### src/rtl/genius_pkg.sv
// Shared definitions for the Genius game: element/sequence geometry, the
// user-entry FSM state type and the packed-sequence element accessor.
package genius_pkg;

   localparam int ELEM_W  = 4;
   localparam int SEQ_LEN = 16;
   localparam int SEQ_W   = ELEM_W * SEQ_LEN;

   typedef enum logic [1:0] {
      IDLE,
      WAIT_PRESS,
      WAIT_RELEASE,
      DONE
   } state_t;

   // Element k of a packed sequence lives at [4k+3:4k].
   function automatic logic [ELEM_W-1:0] seq_elem(input logic [SEQ_W-1:0] seq,
                                                  input logic [3:0]       idx);
      return seq[ELEM_W*idx +: ELEM_W];
   endfunction

endpackage

### src/rtl/btn_debounce.sv
// Two-flop synchronizer plus per-bit debounce: the output level follows the
// synchronized input only after DEBOUNCE_CYCLES consecutive differing samples.
module btn_debounce #(
   parameter int WIDTH           = 4,
   parameter int DEBOUNCE_CYCLES = 50000
) (
   input  logic             clk,
   input  logic             rst_n,
   input  logic [WIDTH-1:0] raw,
   output logic [WIDTH-1:0] level
);

   localparam int CW = $clog2(DEBOUNCE_CYCLES + 1);

   logic [WIDTH-1:0] sync1;
   logic [WIDTH-1:0] sync2;
   logic [CW-1:0]    cnt [WIDTH];

   // Levels reset high: the raw keys are active-low, so high means released.
   always_ff @(posedge clk or negedge rst_n) begin
      if (!rst_n) begin
         sync1 <= '1;
         sync2 <= '1;
         level <= '1;
         for (int i = 0; i < WIDTH; i++) cnt[i] <= '0;
      end else begin
         sync1 <= raw;
         sync2 <= sync1;
         for (int i = 0; i < WIDTH; i++) begin
            if (sync2[i] == level[i]) begin
               cnt[i] <= '0;
            end else if (cnt[i] == CW'(DEBOUNCE_CYCLES - 1)) begin
               level[i] <= sync2[i];
               cnt[i]   <= '0;
            end else begin
               cnt[i] <= cnt[i] + 1'b1;
            end
         end
      end
   end

endmodule

### src/rtl/user_entry.sv
// Captures one round of player key presses, compares each against the FPGA
// sequence and reports completion, mismatch or timeout to the control FSM.
module user_entry
   import genius_pkg::*;
#(
   parameter int DEBOUNCE_CYCLES = 50000,
   parameter int TIMEOUT_TICKS   = 5
) (
   input  logic             CLOCK_50,
   input  logic             reset_n,
   input  logic             start,
   input  logic [3:0]       KEY,
   input  logic [3:0]       round,
   input  logic [SEQ_W-1:0] seq_fpga,
   input  logic             tick_1hz,
   output logic [3:0]       leds,
   output logic [SEQ_W-1:0] user_seq,
   output logic             busy,
   output logic             end_User,
   output logic             end_time,
   output logic             match,
   output state_t           state_dbg
);

   localparam int TW = $clog2(TIMEOUT_TICKS + 1);

   state_t           state, state_n;
   logic [3:0]       key_level;
   logic [3:0]       pressed, pressed_q;
   logic [3:0]       idx, idx_n;
   logic [TW-1:0]    tcnt, tcnt_n;
   logic             mism, mism_n;
   logic             ign, ign_n;
   logic [SEQ_W-1:0] user_seq_n;
   logic             end_user_n, end_time_n, match_n;
   logic             new_press;

   btn_debounce #(.WIDTH(4), .DEBOUNCE_CYCLES(DEBOUNCE_CYCLES)) u_debounce (
      .clk   (CLOCK_50),
      .rst_n (reset_n),
      .raw   (KEY),
      .level (key_level)
   );

   assign pressed   = ~key_level;
   assign leds      = pressed;
   assign busy      = (state == WAIT_PRESS) || (state == WAIT_RELEASE);
   assign state_dbg = state;
   assign new_press = (pressed != 4'b0) && (pressed_q == 4'b0);

   always_ff @(posedge CLOCK_50 or negedge reset_n) begin
      if (!reset_n) begin
         state     <= IDLE;
         pressed_q <= '0;
         idx       <= '0;
         tcnt      <= '0;
         mism      <= 1'b0;
         ign       <= 1'b0;
         user_seq  <= '0;
         end_User  <= 1'b0;
         end_time  <= 1'b0;
         match     <= 1'b0;
      end else begin
         state     <= state_n;
         pressed_q <= pressed;
         idx       <= idx_n;
         tcnt      <= tcnt_n;
         mism      <= mism_n;
         ign       <= ign_n;
         user_seq  <= user_seq_n;
         end_User  <= end_user_n;
         end_time  <= end_time_n;
         match     <= match_n;
      end
   end

   always_comb begin
      state_n    = state;
      idx_n      = idx;
      tcnt_n     = tcnt;
      mism_n     = mism;
      ign_n      = ign;
      user_seq_n = user_seq;
      end_user_n = end_User;
      end_time_n = end_time;
      match_n    = match;
      if (start) begin
         state_n    = WAIT_PRESS;
         idx_n      = '0;
         tcnt_n     = '0;
         mism_n     = 1'b0;
         ign_n      = 1'b0;
         user_seq_n = '0;
         end_user_n = 1'b0;
         end_time_n = 1'b0;
         match_n    = 1'b0;
      end else begin
         case (state)
            WAIT_PRESS: begin
               if (new_press) begin
                  // Multi-key chords are swallowed: no write, and idx stays put.
                  if ($onehot(pressed)) begin
                     user_seq_n[ELEM_W*idx +: ELEM_W] = pressed;
                     mism_n = mism | (pressed != seq_elem(seq_fpga, idx));
                     tcnt_n = '0;
                     ign_n  = 1'b0;
                  end else begin
                     ign_n = 1'b1;
                  end
                  state_n = WAIT_RELEASE;
               end else if (tick_1hz) begin
                  if (tcnt == TW'(TIMEOUT_TICKS - 1)) begin
                     end_time_n = 1'b1;
                     match_n    = 1'b0;
                     state_n    = DONE;
                  end else begin
                     tcnt_n = tcnt + 1'b1;
                  end
               end
            end
            WAIT_RELEASE: begin
               if (pressed == 4'b0) begin
                  if (ign) begin
                     state_n = WAIT_PRESS;
                  end else if (mism) begin
                     end_user_n = 1'b1;
                     match_n    = 1'b0;
                     state_n    = DONE;
                  end else if (idx == round) begin
                     end_user_n = 1'b1;
                     match_n    = 1'b1;
                     state_n    = DONE;
                  end else begin
                     idx_n   = idx + 1'b1;
                     state_n = WAIT_PRESS;
                  end
               end
            end
            default: ;
         endcase
      end
   end

endmodule

### config.mk
export PLATFORM = sky130hd
export DESIGN_NAME = user_entry
export DESIGN_NICKNAME = d
export VERILOG_FILES = /design/src/rtl/genius_pkg.sv /design/src/rtl/btn_debounce.sv /design/src/rtl/user_entry.sv
export SDC_FILE = /design/constraint.sdc
export NUM_CORES = 1
export LEC_CHECK = 0
export CAP_MARGIN = 20
export CORE_ASPECT_RATIO = 2
export CORE_UTILIZATION = 57
export DETAILED_ROUTE_END_ITERATION = 16
export GPL_TIMING_DRIVEN = 0
export PLACE_DENSITY = 0.95
export REMOVE_ABC_BUFFERS = 1
export SYNTH_ARGS = -nofsm -noshare
export SYNTH_HDL_FRONTEND = slang
export SYNTH_SLANG_ARGS = --single-unit
### constraint.sdc
create_clock -name CLOCK_50 -period 5.2 [get_ports CLOCK_50]
set_clock_uncertainty 0.2 [all_clocks]
set_input_delay 1.04 -clock CLOCK_50 [delete_from_list [all_inputs] [get_ports CLOCK_50]]
set_output_delay 1.04 -clock CLOCK_50 [all_outputs]
set_load 0.005 [all_outputs]
* Word-level counts from Yosys, hierarchy flattened
Cells that the tools add are included.
W data, S select, Z words.
** Word-level totals
- Flip-flop bits (word level) :: 158
- Latch bits :: 0
- RAM bits :: 0
- Bits in read-only memories :: 0
- Input bits :: 76
- Output and inout bits :: 74
- Memories :: 0
** Cells by class
- Add/subtract/negate cells :: 10
- $mul :: 0
- Div/mod/pow operators :: 0
- Magnitude comparators :: 0
- Eq/ne operators :: 28
- Shifts and indexed selects :: 3
- Multiplexer cells :: 61
- Bitwise logic cells :: 6
- Reduce and logical (&&, ||, !) cells :: 27
** Operator list (count)
- $mux W64 :: 4
- $mux W16 :: 8
- $add A16 B1 Y16 const B :: 4
- $bwmux W64 :: 1
- $eq A16 B16 Y1 const B :: 4
- $shift A4 B34 Y64 const A :: 1
- $shiftx A4 B34 Y64 :: 1
- $shiftx A64 B7 Y4 :: 1
- $neg A6 Y34 :: 1
- $mux W1 :: 26
- $mux W4 :: 6
- $mux W3 :: 6
- $mux W2 :: 8
- $reduce_and A4 Y1 :: 4
- $reduce_bool A2 Y1 :: 7
- $ne A3 B3 Y1 const B :: 4
- $reduce_and A2 Y1 :: 5
- $ne A3 B2 Y1 const B :: 3
- $reduce_bool A3 Y1 :: 3
- $logic_not A4 Y1 :: 2
- $ne A2 B2 Y1 const B :: 4
- $ne A4 B3 Y1 const B :: 2
- $reduce_and A7 Y1 :: 1
- $reduce_and A5 Y1 :: 1
- other kinds (21) :: 28

* Logic depth before layout (Yosys ltp)
Gate-level depths: netlist of run 1.
- Depth in word-level cells :: 8
- Depth in mapped cells :: 12

* Hierarchy
From an unflattened synthesis of run 1, not the netlist that was laid out.
** Second synthesis, totals
- Cell total of the unflattened synthesis :: 830
- Area total of the unflattened synthesis :: 8313.0 um2
** By module, submodules not included
- user_entry :: times used 1, cells an instance 494, area an instance 4797.1 um2, seq. area each 2052.0 um2
- btn_debounce :: times used 1, cells an instance 336, area an instance 3515.9 um2, seq. area each 1916.8 um2

* Worst setup path before layout of run 1
No wires, ideal clock.
- Path type :: flip-flop to flip-flop
- Start point :: register u_debounce.level[2]
- End point :: register user_seq[34]
- Arrival time :: 2.784 ns
- Slack :: 2.105 ns
- Cell stages (with the launch flop) :: 11
- Cells stage by stage :: dfstp_2 -> buf_4 -> clkbuf_1 -> inv_1 -> ha_1 -> ha_1 -> nor3b_2 -> a41oi_4 -> nor3b_4 -> a21oi_2 -> o41ai_1
** Between the ends
- Word-level cells in the longest chain between the ends :: 7
- Elaborated cells between the ends (all ways) :: 15
- Classes of those cells :: 2 x add/sub; 1 x eq/ne; 1 x shift; 5 x mux; 1 x bitwise; 5 x reduce/logical
** Ends and longest elaborated chain
- from (decl) :: line btn_debounce.sv:10 : output logic [WIDTH-1:0] level
- from (signal, indexed assignment) :: line btn_debounce.sv:33 : level[i] <= sync2[i];
- $not A4 Y4 (*) :: line user_entry.sv:45 : assign pressed = ~key_level;
- via leds[2] :: line user_entry.sv:16 : output logic [3:0] leds,
- branches (longest 6 deep; another with $add A2 B2 Y3)
- to (signal assigned) :: line user_entry.sv:70 : user_seq <= user_seq_n;
- to (decl) :: line user_entry.sv:17 : output logic [SEQ_W-1:0] user_seq,
Mark *: on every way through the listed nets, which the timed path passes. The select of a mux whose other input is x is not followed.
A chain may end at the register's enable or synchronous reset.

* Final worst setup path of run 1
- Start point :: register u_debounce.level[3]
- End point :: register user_seq[55]
** Between the ends
- Word-level cells in the longest chain between the ends :: 7
- Elaborated cells between the ends (all ways) :: 15
- Classes of those cells :: 2 x add/sub; 1 x eq/ne; 1 x shift; 5 x mux; 1 x bitwise; 5 x reduce/logical
** Ends and longest elaborated chain (line)
- $not A4 Y4 (*) :: user_entry.sv:45
- branches (longest 6 deep; another with $add A2 B2 Y3)
Mark *: on every way between the ends. The select of a mux whose other input is x is not followed.

==> Implementation_results.wiki, run 1 <==
{| class="wikitable"
! Metric !! Value
|-
| Fin Setup TNS || 0 ns
|-
| Adder-cell area share of the yosys netlist || 2.940%
|-
| Number of antenna violations at the first check in global routing || 0
|-
| Arrival time reported for the critical path endpoint || 4.03 ns
|-
| Post-synthesis mux area share || 6.401%
|-
| Most area-hungry cell type in the Yosys netlist || sky130_fd_sc_hd__dfrtp_1
|-
| Global-route met2 utilization || 57.71%
|-
| Startpoint of the worst setup timing path || u_debounce.level[3]$_DFFE_PN1P_
|-
| Antenna-violating nets left || 0
|-
| Post-DR vias/cell || 6.283
|-
| Main combinational cell family by area after synthesis || simple AND/OR/NAND/NOR gates
|-
| Achievable frequency || 257.2 MHz
|-
| Syn Area/Cell || 10.54 µm²
|-
| Met3 track utilization from global routing || 6.095%
|-
| Clock tree from TritonCTS || done
|-
| Die outline area || 14390 µm²
|-
| Vertical die dimension || 168.7 µm
|-
| Cell area after synthesis || 7916 µm²
|-
| Routed Wire Length || 21670 µm
|-
| Transition time of the tightest slew-check pin || 0.9065 ns
|-
| WP data required || 5.34 ns
|-
| Count of buffers inserted at the top-level ports || 149
|-
| Final hold vios || 0
|-
| Dominant synthesized flop cell || sky130_fd_sc_hd__dfrtp_1
|-
| Worst slack on hold paths || 0.1626 ns
|-
| Initial Utilization || 58.58%
|-
| Standard cell with the maximum stage delay on the critical path || sky130_fd_sc_hd__dfstp_2
|-
| Cell type with the highest occurrence count on the critical path || sky130_fd_sc_hd__ha_1
|-
| I/O pin total || 150
|-
| Iteration-0 DRC Markers || 610
|-
| Instance count of the mapped netlist || 751
|-
| Period minus WS final || 3.888 ns
|-
| Xor/xnor share of the synthesized area || 8.614%
|-
| Number of distinct library cell variants in the gate-level netlist after synthesis || 58
|-
| Number of buffer and inverter instances along the worst setup path || 1
|-
| Wire length of the first global-routing pass || 35230 µm
|-
| RSZ-0062 raised after global routing || no
|-
| Setup violations, final || 0
|-
| Global Route met1 Usage || 32.83%
|-
| Biggest fanout along the worst timing path || 20
|-
| Nets || 983
|-
| Layout-stage area growth over the synthesis result || 27.33%
|-
| Busiest grt layer || met2
|-
| Maximum level of the CTS H-tree || 4
|-
| Area fraction in compound gates after synthesis || 10.53%
|-
| Wirelength per Cell || 20.50 µm
|-
| Most frequent cell after synthesis || sky130_fd_sc_hd__dfrtp_1
|-
| Post-synth EDFFs || 0
|-
| Result of the run || finished clean
|-
| Power Density || 279.3 nW/µm²
|-
| Delay contributed by the slowest stage of the critical path || 0.93 ns
|-
| Sort of element at the start of the critical path || register
|-
| Post-Route Utilization || 74.59%
|-
| R2r startpoint || u_debounce.level[3]$_DFFE_PN1P_
|-
| Hold Path Origin || u_debounce.sync1[2]$_DFF_PN1_
|-
| Fraction of final layout cells with drive strength greater than 1 || 9.534%
|-
| Largest net degree at the start of global routing || 105
|-
| Fraction of post-synthesis cell area in the top cell type by area || 46.15%
|-
| Max-slew violation count || 0
|-
| Clock-pin slew on the worst setup and hold paths || 0.07 ns
|-
| Worst vdd ir || 0.2552 mV
|-
| Global-route congestion overflow total || 0
|-
| Worst reg-to-reg setup slack || 1.31 ns
|-
| Leakage component of the power || 0.004287 µW
|-
| Worst hold path type || register to register
|-
| Clock buffers created by TritonCTS || 17
|-
| Via count of the first global-routing pass || 7060
|-
| Final weighted congestion of routability-driven global placement || 0.8765
|-
| Part of the Yosys area used for sequential elements || 50.13%
|-
| DP HPWL || 14710 µm
|-
| Top Family by Delay on Critical Path || compound AO/OA/AOI/OAI gates
|-
| CP Capture Type || register
|-
| Clk root buf || sky130_fd_sc_hd__clkbuf_16
|-
| Clock latency on the worst-skew pair || 0.44 ns
|-
| Number of maximum-capacitance violations || 0
|-
| Clk buf depth || 2
|-
| Number of clock sinks seen by CTS || 158
|-
| Post-synthesis share of cell area spent on and, or, nand and nor gates || 18.29%
|-
| Core region area || 13510 µm²
|-
| Gates resized, CTS repair || 0
|-
| Share of async-settable or async-resettable flops after synthesis || 100.0%
|-
| CTS Hold Buffers Added || 0
|-
| Routed vias || 6641
|-
| Post-synth top cells || sky130_fd_sc_hd__dfrtp_1, sky130_fd_sc_hd__nor2_1, sky130_fd_sc_hd__nand2_1
|-
| Detailed-router iteration count before antenna repair || 5
|-
| Final worst path period share || 74.78%
|-
| Slew margin rel. || 39.57%
|-
| Number of post-CTS setup repair buffers || 0
|-
| Seq cells post-synth || 158
|-
| Diodes inserted || 0
|-
| Die Span X || 85.33 µm
|-
| Critical path start-end classification || register to register
|-
| Warning count from the yosys run || 0
|-
| Top cells by area, synth || sky130_fd_sc_hd__dfrtp_1, sky130_fd_sc_hd__nor2_1, sky130_fd_sc_hd__xnor2_1
|-
| DR DRC count || 0
|-
| Global routing usage summed across all routing layers || 32.18%
|-
| Cell Rows || 60
|-
| Cell-by-cell listing of the critical path || fa_1 -> inv_1 -> ha_1 -> ha_1 -> nor3b_2 -> a41oi_4 -> nor3_1 -> a21oi_1 -> o31ai_1
|}
## cell families (layout without fill, tap and decap cells)
kind of cell,Yosys count,after routing
AND/OR/NAND/NOR,298,298
flip-flops,158,158
AO/OA/AOI/OAI,113,113
XOR/XNOR,77,77
buffers and inverters,51,202
multiplexers,36,36
adder cells (fa/ha/maj),18,18
## placed cells by master, fill, tap and decap left out, types with 5 or more instances in the layout
cell type	Yosys	layout
sky130_fd_sc_hd__nand4_1	13	13
sky130_fd_sc_hd__xor2_1	35	35
sky130_fd_sc_hd__ha_1	17	17
sky130_fd_sc_hd__a21oi_2	8	8
sky130_fd_sc_hd__mux2_2	6	6
sky130_fd_sc_hd__clkdlybuf4s50_1	0	147
sky130_fd_sc_hd__o31ai_1	29	29
sky130_fd_sc_hd__o21ai_0	17	17
sky130_fd_sc_hd__xnor2_1	41	41
sky130_fd_sc_hd__o41ai_1	8	8
sky130_fd_sc_hd__inv_1	19	19
sky130_fd_sc_hd__mux2i_1	15	15
sky130_fd_sc_hd__mux4_2	8	8
sky130_fd_sc_hd__a21oi_1	13	13
sky130_fd_sc_hd__nand2b_1	8	8
sky130_fd_sc_hd__nand3_1	21	21
sky130_fd_sc_hd__nor2_1	98	98
sky130_fd_sc_hd__dfstp_2	12	12
sky130_fd_sc_hd__mux2_1	5	5
sky130_fd_sc_hd__and3_1	23	23
sky130_fd_sc_hd__dfrtp_1	146	145
sky130_fd_sc_hd__clkbuf_16	0	17
sky130_fd_sc_hd__a22o_1	18	18
sky130_fd_sc_hd__nor3_1	13	13
sky130_fd_sc_hd__nand2_1	89	89
## cell type report
class / instances / area [µm²]
clock buffer: 17 / 425.4
multi-input combinational: 542 / 3702
sequential: 158 / 3970
timing repair buffer: 151 / 1535
tap: 155 / 193.9
fill: 764 / 3433
clock inverter: 15 / 181.4
inverter: 19 / 71.32
## metal layers
| layer | share of wire, % | routed length [µm] |
|---|---|---|
| met5 | 0 | 0 |
| met4 | 6.7 | 1450 |
| met3 | 5.0 | 1091 |
| met2 | 54 | 11770 |
| met1 | 34 | 7353 |
## power breakdown
group	switching (µW)	internal, µW	leakage [µW]
Sequential	21.4	1260	0.00212
Clock	570	726	0.000294
Combinational	121	120	0.00188
Total	713	2100	0.00429
## worst paths after layout
path	cells after the start	to
setup / recovery	9	user_seq[55]$_DFFE_PN0P_
hold / removal	0	u_debounce.sync2[2]$_DFF_PN1_
setup reg to reg	9	user_seq[55]$_DFFE_PN0P_
hold reg to reg	0	u_debounce.sync2[2]$_DFF_PN1_
max in group asynchronous	2	idx[0]$_DFFE_PN0P_
min in group asynchronous	1	user_seq[63]$_DFFE_PN0P_
## worst register-to-register path: stages (launching register included)
cell	delay, ns
sky130_fd_sc_hd__dfstp_2	0.93
sky130_fd_sc_hd__fa_1	0.51
sky130_fd_sc_hd__inv_1	0.07
sky130_fd_sc_hd__ha_1	0.14
sky130_fd_sc_hd__ha_1	0.23
sky130_fd_sc_hd__nor3b_2	0.33
sky130_fd_sc_hd__a41oi_4	0.28
sky130_fd_sc_hd__nor3_1	0.45
sky130_fd_sc_hd__a21oi_1	0.33
sky130_fd_sc_hd__o31ai_1	0.33
## state kept, by name (all words and copies together), names as in the netlist
signal            cells
u_debounce.cnt       64
user_seq             64
idx                   4
pressed_q             4
u_debounce.level      4
u_debounce.sync1      4
u_debounce.sync2      4
tcnt                  3
state_dbg             2
end_User              1
end_time              1
ign                   1
match                 1
mism                  1
## through the flow
step / total power [µW] / std cells / setup WS (ns) / cell area [µm²]
floorplan: 1397 / 719 / 1.831 / 7742
global placement: 1523 / 1023 / -3.141 / 9428
detailed placement: 1540 / 1025 / 1.409 / 9473
CTS: 2815 / 1057 / 1.351 / 10080
global route: 2895 / 1057 / 1.156 / 10080
finish: 2815 / 1057 / 1.312 / 10080
Note: power is estimated with default switching activity, not from simulation.
==> run 2, diff against run 1 <==
--- a/config.mk
+++ b/config.mk
@@ -7,10 +7,10 @@
 export LEC_CHECK = 0
 export CAP_MARGIN = 20
 export CORE_ASPECT_RATIO = 2
-export CORE_UTILIZATION = 57
+export CORE_UTILIZATION = 48
 export DETAILED_ROUTE_END_ITERATION = 16
 export GPL_TIMING_DRIVEN = 0
-export PLACE_DENSITY = 0.95
+export PLACE_DENSITY = 0.86
 export REMOVE_ABC_BUFFERS = 1
 export SYNTH_ARGS = -nofsm -noshare
 export SYNTH_HDL_FRONTEND = slang
==> constraint.sdc (replaced) <==
create_clock -name CLOCK_50 -period 3.48 [get_ports CLOCK_50]
set_clock_uncertainty 0.2 [all_clocks]
set_input_delay 0.696 -clock CLOCK_50 [delete_from_list [all_inputs] [get_ports CLOCK_50]]
set_output_delay 0.696 -clock CLOCK_50 [all_outputs]
set_load 0.005 [all_outputs]
==> Implementation_results.wiki, run 2 (synthesis results as in run 1) <==
{| class="wikitable"
! Metric !! Value
|-
| Sort of element at the start of the critical path || register
|-
| I/O pin total || 150 (unchanged)
|-
| Comb power frac || 8.3% (-0.3 points)
|-
| Path depth of the worst reg2reg path || 9 (unchanged)
|-
| DP HPWL || 13830 µm (-6.0%)
|-
| Global routing usage summed across all routing layers || 24.75% (-7.4 points)
|-
| Clock latency on the worst-skew pair || 0.43 ns (about the same)
|-
| Fillers || 1259 (+65%)
|-
| Worst slack on hold paths || 0.06846 ns (-0.09419 ns)
|-
| Nets || 998 (+1.5%)
|-
| Final worst path period share || 98.27% (+23 points)
|-
| Cell-by-cell listing of the critical path || fa_1 -> inv_1 -> ha_1 -> ha_1 -> nor3b_4 -> a41oi_4 -> nor3b_4 -> a21oi_2 -> o41ai_1
|-
| Number of clock sinks seen by CTS || 158 (unchanged)
|-
| Critical path start-end classification || register to register
|-
| FF+latch area || 3985 µm² (+0.38%)
|-
| Leakage component of the power || 0.004437 µW (+3.5%)
|-
| Arrival time reported for the critical path endpoint || 3.54 ns (-0.49 ns)
|-
| Biggest fanout along the worst timing path || 8 (-60%)
|-
| Period minus WS final || 3.420 ns (-0.4687 ns)
|-
| Leading cell type in the layout, fill and taps excluded || sky130_fd_sc_hd__clkdlybuf4s50_1
|-
| Transition time of the tightest slew-check pin || 0.8900 ns (-0.01650 ns)
|-
| Post-Route Utilization || 64.29% (-10 points)
|-
| Final hold vios || 0 (unchanged)
|-
| Number of maximum-capacitance violations || 0 (unchanged)
|-
| Worst reg-to-reg setup slack || 0.06 ns (-1.25 ns)
|-
| Global-route congestion overflow total || 0 (unchanged)
|-
| DR DRC count || 0 (unchanged)
|-
| Via count of the first global-routing pass || 6680 (-5.4%)
|-
| Vertical die dimension || 183.6 µm (+8.9%)
|-
| Achievable frequency || 292.4 MHz (+14%)
|-
| Largest net degree at the start of global routing || 89 (-15%)
|-
| Net Sw Frac || 22.88% (-2.4 points)
|-
| Standard cell with the maximum stage delay on the critical path || sky130_fd_sc_hd__fa_1
|-
| Worst r2r dst || user_seq[19]$_DFFE_PN0P_
|-
| Routed vias || 6380 (-3.9%)
|-
| Delay contributed by the slowest stage of the critical path || 0.55 ns (-0.38 ns)
|-
| Number of antenna violations at the first check in global routing || 0 (unchanged)
|-
| Worst vdd ir || 0.3006 mV (+18%)
|-
| Final weighted congestion of routability-driven global placement || 0.8181 (-6.7%)
|-
| Fraction of power consumed by sequential logic || 44.2% (-1.2 points)
|-
| Largest registers || u_debounce.cnt (64), user_seq (64)
|-
| Top Family by Delay on Critical Path || adder cells
|-
| Share of total power in the clock network || 47.5% (+1.5 points)
|-
| Die Span X || 92.81 µm (+8.8%)
|-
| Wire length of the first global-routing pass || 32300 µm (-8.3%)
|-
| R2r startpoint || u_debounce.level[3]$_DFFE_PN1P_
|-
| Layout-stage area growth over the synthesis result || 31.45%
|-
| CTS Hold Buffers Added || 0 (unchanged)
|-
| Die outline area || 17040 µm² (+18%)
|-
| Initial Utilization || 48.91% (-9.7 points)
|-
| Result of the run || finished clean
|-
| Fraction of final layout cells with drive strength greater than 1 || 12.34% (+2.8 points)
|-
| Inst Count DP || 1074 (+4.8%)
|-
| Clk root buf || sky130_fd_sc_hd__clkbuf_16
|-
| Startpoint of the worst setup timing path || u_debounce.level[3]$_DFFE_PN1P_
|-
| Slew margin rel. || 40.67% (+1.1 points)
|-
| Total area of multi-input combinational cells || 3797 µm² (+2.6%)
|-
| Core region area || 16190 µm² (+20%)
|-
| Routed Wire Length || 20570 µm (-5.1%)
|-
| Post-DR vias/cell || 5.696 (-9.3%)
|-
| Worst hold path type || input port to async pin
|-
| Count of buffers inserted at the top-level ports || 149 (unchanged)
|-
| Number of buffer and inverter instances along the worst setup path || 1 (unchanged)
|-
| Final Instance Count excl. Fillers || 1120 (+6.0%)
|-
| Clock buffers created by TritonCTS || 17 (unchanged)
|-
| Max-slew violation count || 0 (unchanged)
|-
| Diodes inserted || 0 (unchanged)
|-
| RSZ-0062 raised after global routing || yes
|-
| Cell Int Power || 3334 µW (+59%)
|-
| Antenna-violating nets left || 0 (unchanged)
|-
| WP data required || 3.60 ns (-1.74 ns)
|-
| CP Capture Type || register
|-
| Maximum level of the CTS H-tree || 4 (unchanged)
|-
| Commonest non-fill, non-tap cells in the layout || sky130_fd_sc_hd__clkdlybuf4s50_1, sky130_fd_sc_hd__dfrtp_1, sky130_fd_sc_hd__nor2_1
|-
| Cell Rows || 66 (+10%)
|-
| Net switching power figure || 989.2 µW (+39%)
|-
| Iteration-0 DRC Markers || 410 (-33%)
|-
| Clk buf depth || 2 (unchanged)
|-
| Clock-pin slew on the worst setup and hold paths || 0.06 ns (about the same)
|-
| Clock tree from TritonCTS || done
|-
| Power Density || 415.4 nW/µm² (+49%)
|-
| Detailed-router iteration count before antenna repair || 5 (unchanged)
|-
| Wirelength per Cell || 18.37 µm (-10%)
|-
| Setup violations, final || 0 (unchanged)
|}
[run 2: changes by cell type in the layout (fill, tap and decap cells not counted), moves of 3 or more]
cell	delta
sky130_fd_sc_hd__dfstp_2	-4
sky130_fd_sc_hd__o31ai_2	+4
sky130_fd_sc_hd__o41ai_2	+6
sky130_fd_sc_hd__o31ai_1	-4
sky130_fd_sc_hd__inv_8	-4
sky130_fd_sc_hd__dfstp_4	+4
sky130_fd_sc_hd__buf_4	+12
sky130_fd_sc_hd__bufinv_16	+3
sky130_fd_sc_hd__o41ai_1	-6
[run 2: how the worst max path moves through the flow]
stage | end | slack, ns | cells after the start
2_1_floorplan | user_seq[0]$_DFFE_PN0P_ | 0.11 | 7
3_3_place_gp | state_dbg[0]$_DFFE_PN0P_ | -4.62 | 1
3_5_place_dp | user_seq[33]$_DFFE_PN0P_ | -0.27 | 9
4_1_cts | user_seq[12]$_DFFE_PN0P_ | 0.04 | 10
5_1_grt | user_seq[19]$_DFFE_PN0P_ | -0.02 | 9
6_report | user_seq[19]$_DFFE_PN0P_ | 0.06 | 9
[run 2: layout make-up]
type,instances,share of cell area (%)
clock inverter,13,2.044
tap,204,2.453
timing repair buffer,166,15.91
clock buffer,18,4.124
inverter,19,0.6853
multi-input combinational,542,36.49
sequential,158,38.30
[run 2: worst reg2reg max path, delay by kind of cell (launching register included)]
family,cells,cell delay (ns)
fa+ha+maj,3,1.03
compound gates,3,0.84
simple gates,2,0.67
flops,1,0.52
buf+inv,1,0.04
[run 2: metal layers]
metal | up-vias | GRT usage (%) | wire (µm)
li1 | 2932 | - | -
met1 | 3144 | 25.63 | 7088
met2 | 244 | 45.56 | 11450
met3 | 60 | 4.839 | 995
met4 | 0 | 13.78 | 1039
met5 | - | 0 | 0
[run 2: power groups by stage]
stage	Clock (µW)	Sequential, µW	Combinational, µW
final	2050	1910	359
after global routing	2140	1920	400
after CTS	2060	1910	357
after detailed placement	0	1940	349
after global placement	0	1940	336
after floorplan	0	1940	152
[run 2: what timing repair did]
action,in CTS,in global routing
setup endpoints to repair,61,41
pin swaps,2,10
endpoints found under the hold margin,0,0
resized for setup,6,15
setup buffers,6,9
[run 2: metrics by stage]
| stage | instance area, µm² | total power, µW | setup TNS [ns] | setup slack (ns) |
|---|---|---|---|---|
| after floorplan | 7742 | 2088 | 0 | 0.1109 |
| after global placement | 9489 | 2277 | -730.10 | -4.616 |
| after global routing | 10410 | 4452 | -0.04516 | -0.01812 |
| after CTS | 10250 | 4330 | 0 | 0.03599 |
| after detailed placement | 9534 | 2292 | -9.495 | -0.2721 |
| final | 10410 | 4323 | 0 | 0.06028 |
